`src/rtl/fetch_pkg.sv`:
```
// Shared types and constants for the instruction fetch slice.
package fetch_pkg;

   localparam int IMEM_AW = 13;
   localparam int XLEN    = 32;

   localparam logic [IMEM_AW-1:0] PC_STEP = 13'd4;

   typedef struct packed {
      logic [IMEM_AW-1:0] pc;
      logic [XLEN-1:0]    instr;
   } fetch_entry_t;

   // Redirect targets are word addresses; the low byte-offset bits are dropped.
   function automatic logic [IMEM_AW-1:0] word_align(input logic [IMEM_AW-1:0] pc);
      return {pc[IMEM_AW-1:2], 2'b00};
   endfunction

endpackage

```
`src/rtl/fetch_fifo.sv`:
```
// Prefetch FIFO of {pc, instr} entries with synchronous flush and async reset.
module fetch_fifo
   import fetch_pkg::*;
#(
   parameter int DEPTH = 4
) (
   input  logic         clk,
   input  logic         rst,
   input  logic         flush,
   input  logic         push,
   input  logic         pop,
   input  fetch_entry_t wdata,
   output fetch_entry_t rdata,
   output logic         full,
   output logic         empty
);

   localparam int AW = $clog2(DEPTH);
   localparam int CW = $clog2(DEPTH) + 1;

   fetch_entry_t        mem [DEPTH];
   fetch_entry_t        hold;
   fetch_entry_t        head;
   logic [AW-1:0]       rd_ptr;
   logic [AW-1:0]       wr_ptr;
   logic [CW-1:0]       count;
   logic                pop_ok;
   logic                push_ok;

   assign empty   = (count == '0);
   assign full    = (count == CW'(DEPTH));
   assign pop_ok  = pop & ~empty;
   assign push_ok = push & (~full | pop_ok);

   // When empty the head shows the last value seen, so decode never sees stale storage.
   assign head  = empty ? hold : mem[rd_ptr];
   assign rdata = head;

   always_ff @(posedge clk) begin
      if (push_ok && !flush)
         mem[wr_ptr] <= wdata;
   end

   always_ff @(posedge clk or posedge rst) begin
      if (rst) begin
         rd_ptr <= '0;
         wr_ptr <= '0;
         count  <= '0;
         hold   <= '0;
      end else begin
         hold <= head;
         if (flush) begin
            rd_ptr <= '0;
            wr_ptr <= '0;
            count  <= '0;
         end else begin
            if (push_ok)
               wr_ptr <= wr_ptr + AW'(1);
            if (pop_ok)
               rd_ptr <= rd_ptr + AW'(1);
            case ({push_ok, pop_ok})
               2'b10:   count <= count + CW'(1);
               2'b01:   count <= count - CW'(1);
               default: count <= count;
            endcase
         end
      end
   end

endmodule

```
`src/rtl/inst_fetch_unit.sv`:
```
// Fetch PC, imem request and prefetch buffering toward decode.
// Optional INST_FETCH_PERF_EN adds push and redirect counters.
module inst_fetch_unit
   import fetch_pkg::*;
#(
   parameter int                 DEPTH    = 4,
   parameter logic [IMEM_AW-1:0] RESET_PC = 13'h0000
) (
   input  logic               clk_i,
   input  logic               rst_i,
   output logic [IMEM_AW-1:0] imem_addr_o,
   input  logic [XLEN-1:0]    imem_data_i,
   input  logic               redirect_i,
   input  logic [IMEM_AW-1:0] redirect_pc_i,
   output logic               instr_valid_o,
   input  logic               instr_ready_i,
   output logic [XLEN-1:0]    instr_o,
   output logic [IMEM_AW-1:0] instr_pc_o
`ifdef INST_FETCH_PERF_EN
   ,
   output logic [31:0]        fetch_cnt_o,
   output logic [31:0]        redirect_cnt_o
`endif
);

   logic [IMEM_AW-1:0] fetch_pc;
   logic               push;
   logic               pop;
   logic               full;
   logic               empty;
   fetch_entry_t       wr_entry;
   fetch_entry_t       head;

   assign imem_addr_o   = fetch_pc;
   assign instr_valid_o = ~empty;
   assign instr_o       = head.instr;
   assign instr_pc_o    = head.pc;

   assign pop  = instr_valid_o & instr_ready_i;
   // A full buffer can still take a word when decode frees a slot this cycle.
   assign push = ~redirect_i & (~full | pop);

   assign wr_entry.pc    = fetch_pc;
   assign wr_entry.instr = imem_data_i;

   fetch_fifo #(
      .DEPTH (DEPTH)
   ) u_fifo (
      .clk   (clk_i),
      .rst   (rst_i),
      .flush (redirect_i),
      .push  (push),
      .pop   (pop),
      .wdata (wr_entry),
      .rdata (head),
      .full  (full),
      .empty (empty)
   );

   always_ff @(posedge clk_i or posedge rst_i) begin
      if (rst_i)
         fetch_pc <= RESET_PC;
      else if (redirect_i)
         fetch_pc <= word_align(redirect_pc_i);
      else if (push)
         fetch_pc <= fetch_pc + PC_STEP;
   end

`ifdef INST_FETCH_PERF_EN
   always_ff @(posedge clk_i or posedge rst_i) begin
      if (rst_i) begin
         fetch_cnt_o    <= '0;
         redirect_cnt_o <= '0;
      end else begin
         if (push)
            fetch_cnt_o <= fetch_cnt_o + 32'd1;
         if (redirect_i)
            redirect_cnt_o <= redirect_cnt_o + 32'd1;
      end
   end
`endif

endmodule

```
`config.mk`:
```
export PLATFORM = sky130hd
export DESIGN_NAME = inst_fetch_unit
export DESIGN_NICKNAME = d
export VERILOG_FILES = /design/src/rtl/fetch_pkg.sv /design/src/rtl/fetch_fifo.sv /design/src/rtl/inst_fetch_unit.sv
export SDC_FILE = /design/constraint.sdc
export NUM_CORES = 1
export LEC_CHECK = 0
export BUFFER_PORTS_ARGS = -buffer_cell sky130_fd_sc_hd__buf_2
export CORE_ASPECT_RATIO = 1.2
export CORE_MARGIN = 2
export CORE_UTILIZATION = 55
export DETAILED_ROUTE_END_ITERATION = 12
export PLACE_DENSITY = 0.82
export SYNTH_ARGS = -nofsm -noshare
export SYNTH_HDL_FRONTEND = slang
export SYNTH_SLANG_ARGS = --single-unit
```
`constraint.sdc`:
```
create_clock -name clk_i -period 2.8 [get_ports clk_i]
set_input_delay 0.56 -clock clk_i [delete_from_list [all_inputs] [get_ports clk_i]]
set_output_delay 0.56 -clock clk_i [all_outputs]
set_load 0.005 [all_outputs]
```
==> impl_metrics.csv <==
group,metric,value,unit
run_status,status,"complete, no violations",
routing,vias_per_cell,5.46,
routing,drt-pass1-iter-count,4,
sta,finalSetupViolations,0,
yosys,syn_inst,536,
yosys,seq_area_frac_synth,0.750,
floorplanning,initial_core_util,0.559,
yosys,yosys.area_share.simple,0.0911,
yosys,synthAdderAreaFrac,0.00919,
clock_tree,htree_levels,1,
setup_path,cp_slowest_cell,"dfrtp_1",
yosys,yosysTopAreaCellShare,0.575,
sta,max-slew-margin-rel,0.648,
yosys,synth-xor-area-share,0.00975,
place,post-place-ws,0.417,ns
setup_path,cp_top_family,"simple AND/OR/NAND/NOR gates",
pwr,ir_worst_vdd,407,uV
yosys,synth_mux_area_frac,0.111,
global_routing,grt_usage,0.200,
setup_path,critical_path_class,"reg2out",
final_layout,syn2layout_area_growth,17.9,%
clock_tree,cts_made_buffers,23,
sta,hold_viol,0,
setup_path,cp_max_fo,45,
yosys,yosysWarnings,0,
yosys,yosysTopAreaCell,"edfxtp_1",
routing,antenna_left,0,
global_routing,overflow,0,
floorplanning,io_pins,108,
routing,drc_errors,0,
yosys,syn_avg_cell_area,16.8,um^2
final_layout,nets,709,
place,placed_cells,838,
yosys,syn_area,8980,um^2
yosys,synth_top_family_by_area,"multiplexers",
clock_tree,cts_sinks,235,
sta,skew,0.0139,ns
pwr,p_per_area,934,nW/um^2
setup_path,cpMostUsedCell,"nand2_1",
sta,fmax,369,MHz
place,dp_hpwl,10200,um
yosys,synth-main-ff-cell,"edfxtp_1",
sta,min_period,2.71,ns
routing,wl_per_cell,19.4,um
floorplanning,fp.dieW,121,um
yosys,synth_compound_area_frac,0.00891,
min_path,min_path_type,"in2async",
floorplanning,core-area,16100,um^2
clock_tree,insertion_delay,0.50,ns
routing,detail_route.wirelength,17100,um
place,io_buffers,103,
setup_path,startpoint_type,"register",
yosys,synth_cell_type_count,38,
routing,drtIter0Drc,337,
sta,drv_slew,0,
place,routabilityCongestion,0.745,
final_layout,final_cell_area,10600,um^2
sta,fin_crit_sh,0.968,
sta,setup_ws,0.0896,ns
clock_tree,clockBufferDepth,3,
floorplanning,dieHeight,144,um
setup_path,cp_cell_sequence,"nor3_4 -> buf_6 -> nand2_1 -> nand2_1 -> buf_2",
clock_tree,cts_tree,"built",
setup_path,endpoint_kind,"output pin",
setup_path,worstPathArrival,2.15,ns
yosys,synth_area_leaders,"edfxtp_1 (57%), dfrtp_1 (18%), mux4_2 (11%)",
floorplanning,rows,51,
clock_tree,clkTransAtPathRegs,0.06,ns
floorplanning,die_area,17400,um^2
global_routing,grt_first_pass_wirelength,26400,um
global_routing,grt_pass1_vias,5143,
global_routing,antenna_found_initial,1,
final_layout,drive_above_1_share,0.309,
yosys,async_flop_share,0.268,
final_layout,final_cells,882,
clock_tree,cts.hold.buffers_added,0,
sta,max_slew.worst_pin.slew,0.528,ns
run,max_cap_viol_count,0,
setup_path,worst-path-buf-inv,2,
setup_path,cpPeakStageDelay,0.51,ns
yosys,synth_edf_count,172,
place,dpl_cell_area,9830,um^2
pwr,leakagePower,4.11,nW
setup_path,required,2.24,ns
global_routing,grt_max_degree,46,
yosys,ys_ff_latch,235,
clock_tree,cts-root-buf,"clkbuf_16",
sta,rsz0062_at_grt,"yes",
routing,route.vias.total,4814,
## through the flow
step | power [mW] | util | setup TNS (ns) | hold slack [ns]
finish | 9.90 | 0.659 | 0 | 0.0921
global route | 10.4 | 0.659 | -0.0157 | 0.132
CTS | 9.99 | 0.658 | 0 | 0.106
detailed placement | 7.00 | 0.611 | 0 | 0.448
global placement | 6.88 | 0.611 | 0 | 0.443
floorplan | 6.02 | - | 0 | 0.455
## metal layers
| metal | vias up | track usage | routed length [um] |
|---|---|---|---|
| met5 | - | 0 | 0 |
| met4 | 0 | 0.0832 | 519 |
| met3 | 37 | 0.0268 | 844 |
| met2 | 146 | 0.353 | 9080 |
| met1 | 2429 | 0.252 | 6680 |
| li1 | 2202 | - | - |
## cells in the mapped netlist, types with 2 or more instances
cell        n
a21oi_1     4
and2_1      6
and3_1      2
buf_1       2
buf_2       7
buf_4       5
buf_6       2
clkbuf_1   13
dfrtp_1    63
edfxtp_1  172
ha_1        5
inv_1       4
mux2i_1     2
mux4_2     43
nand2_1   146
nand3_1     5
nand3b_1    2
nand4_1     3
nor2_1     11
nor3_1      5
o21ai_0     8
o21ai_1     2
xnor2_1     4
xor2_1      6
## layout make-up
class,instances,area (um^2)
antenna,1,2.50
clock buffer,27,591
clock inverter,13,129
fill,1109,5490
inverter,5,23.8
multi-input combinational,268,2080
sequential,235,6750
tap,212,265
timing repair buffer,121,754
## report_power, final
| group | total (mW) | internal [mW] | switching, mW |
|---|---|---|---|
| clock | 2.93 | 1.70 | 1.24 |
| combinational | 2.38 | 1.05 | 1.33 |
| sequential | 4.58 | 4.32 | 0.257 |
## cell families (layout without fill, tap and decap cells)
kind of cell | after synthesis | after routing
other | 1 | 3
buffers and inverters | 34 | 166
AO/OA/AOI/OAI | 15 | 15
AND/OR/NAND/NOR | 189 | 189
adder cells (fa/ha/maj) | 6 | 6
flip-flops | 235 | 235
XOR/XNOR | 10 | 10
multiplexers | 46 | 46
## sequential cells by signal, summed over array words and instances (netlist names)
name           flops
u_fifo.mem       172
imem_addr_o       11
u_fifo.rd_ptr      2
u_fifo.wr_ptr      2
u_fifo.count       3
u_fifo.hold       45
## placed cells by master, fill, tap and decap left out, drive strengths merged
cell      count
diode         1
conb          2
mux2i         2
nor2b         1
clkbuf       27
nor4b         2
nor3          7
nand2       146
buf         121
and3          2
nor4          1
a21oi         4
clkinvlp      2
and2          6
xnor2         4
ha            5
edfxtp      172
fa            1
o21ai        10
nand2b        1
xor2          6
bufinv        2
nor2         11
clkinv        9
nand4         3
or4b          1
or2b          1
dfrtp        63
nand3b        2
mux4         43
mux2          1
nand3         5
inv           5
a311o         1
## path summary, 6_finish.rpt
path,from,to,slack [ns],cells past startpoint
setup reg to reg,u_fifo.count[1],u_fifo.count[1],0.69,6
max in group asynchronous,rst_i,u_fifo.rd_ptr[0],1.96,3
hold reg to reg,u_fifo.hold[23],u_fifo.hold[23],0.46,2
setup / recovery,u_fifo.count[1],instr_pc_o[11],0.09,5
min in group clk_i,redirect_pc_i[3],imem_addr_o[3],0.26,3
hold / removal,rst_i,u_fifo.hold[32],0.09,2
## timing repair
action | CTS | global route
endpoints found under the setup margin | 24 | 44
buffers inserted | 3 | 0
cloned | 0 | 0
gates resized for setup | 1 | 2
hold endpoints to repair | 0 | 0
Note: power is estimated with default switching activity, not from simulation.
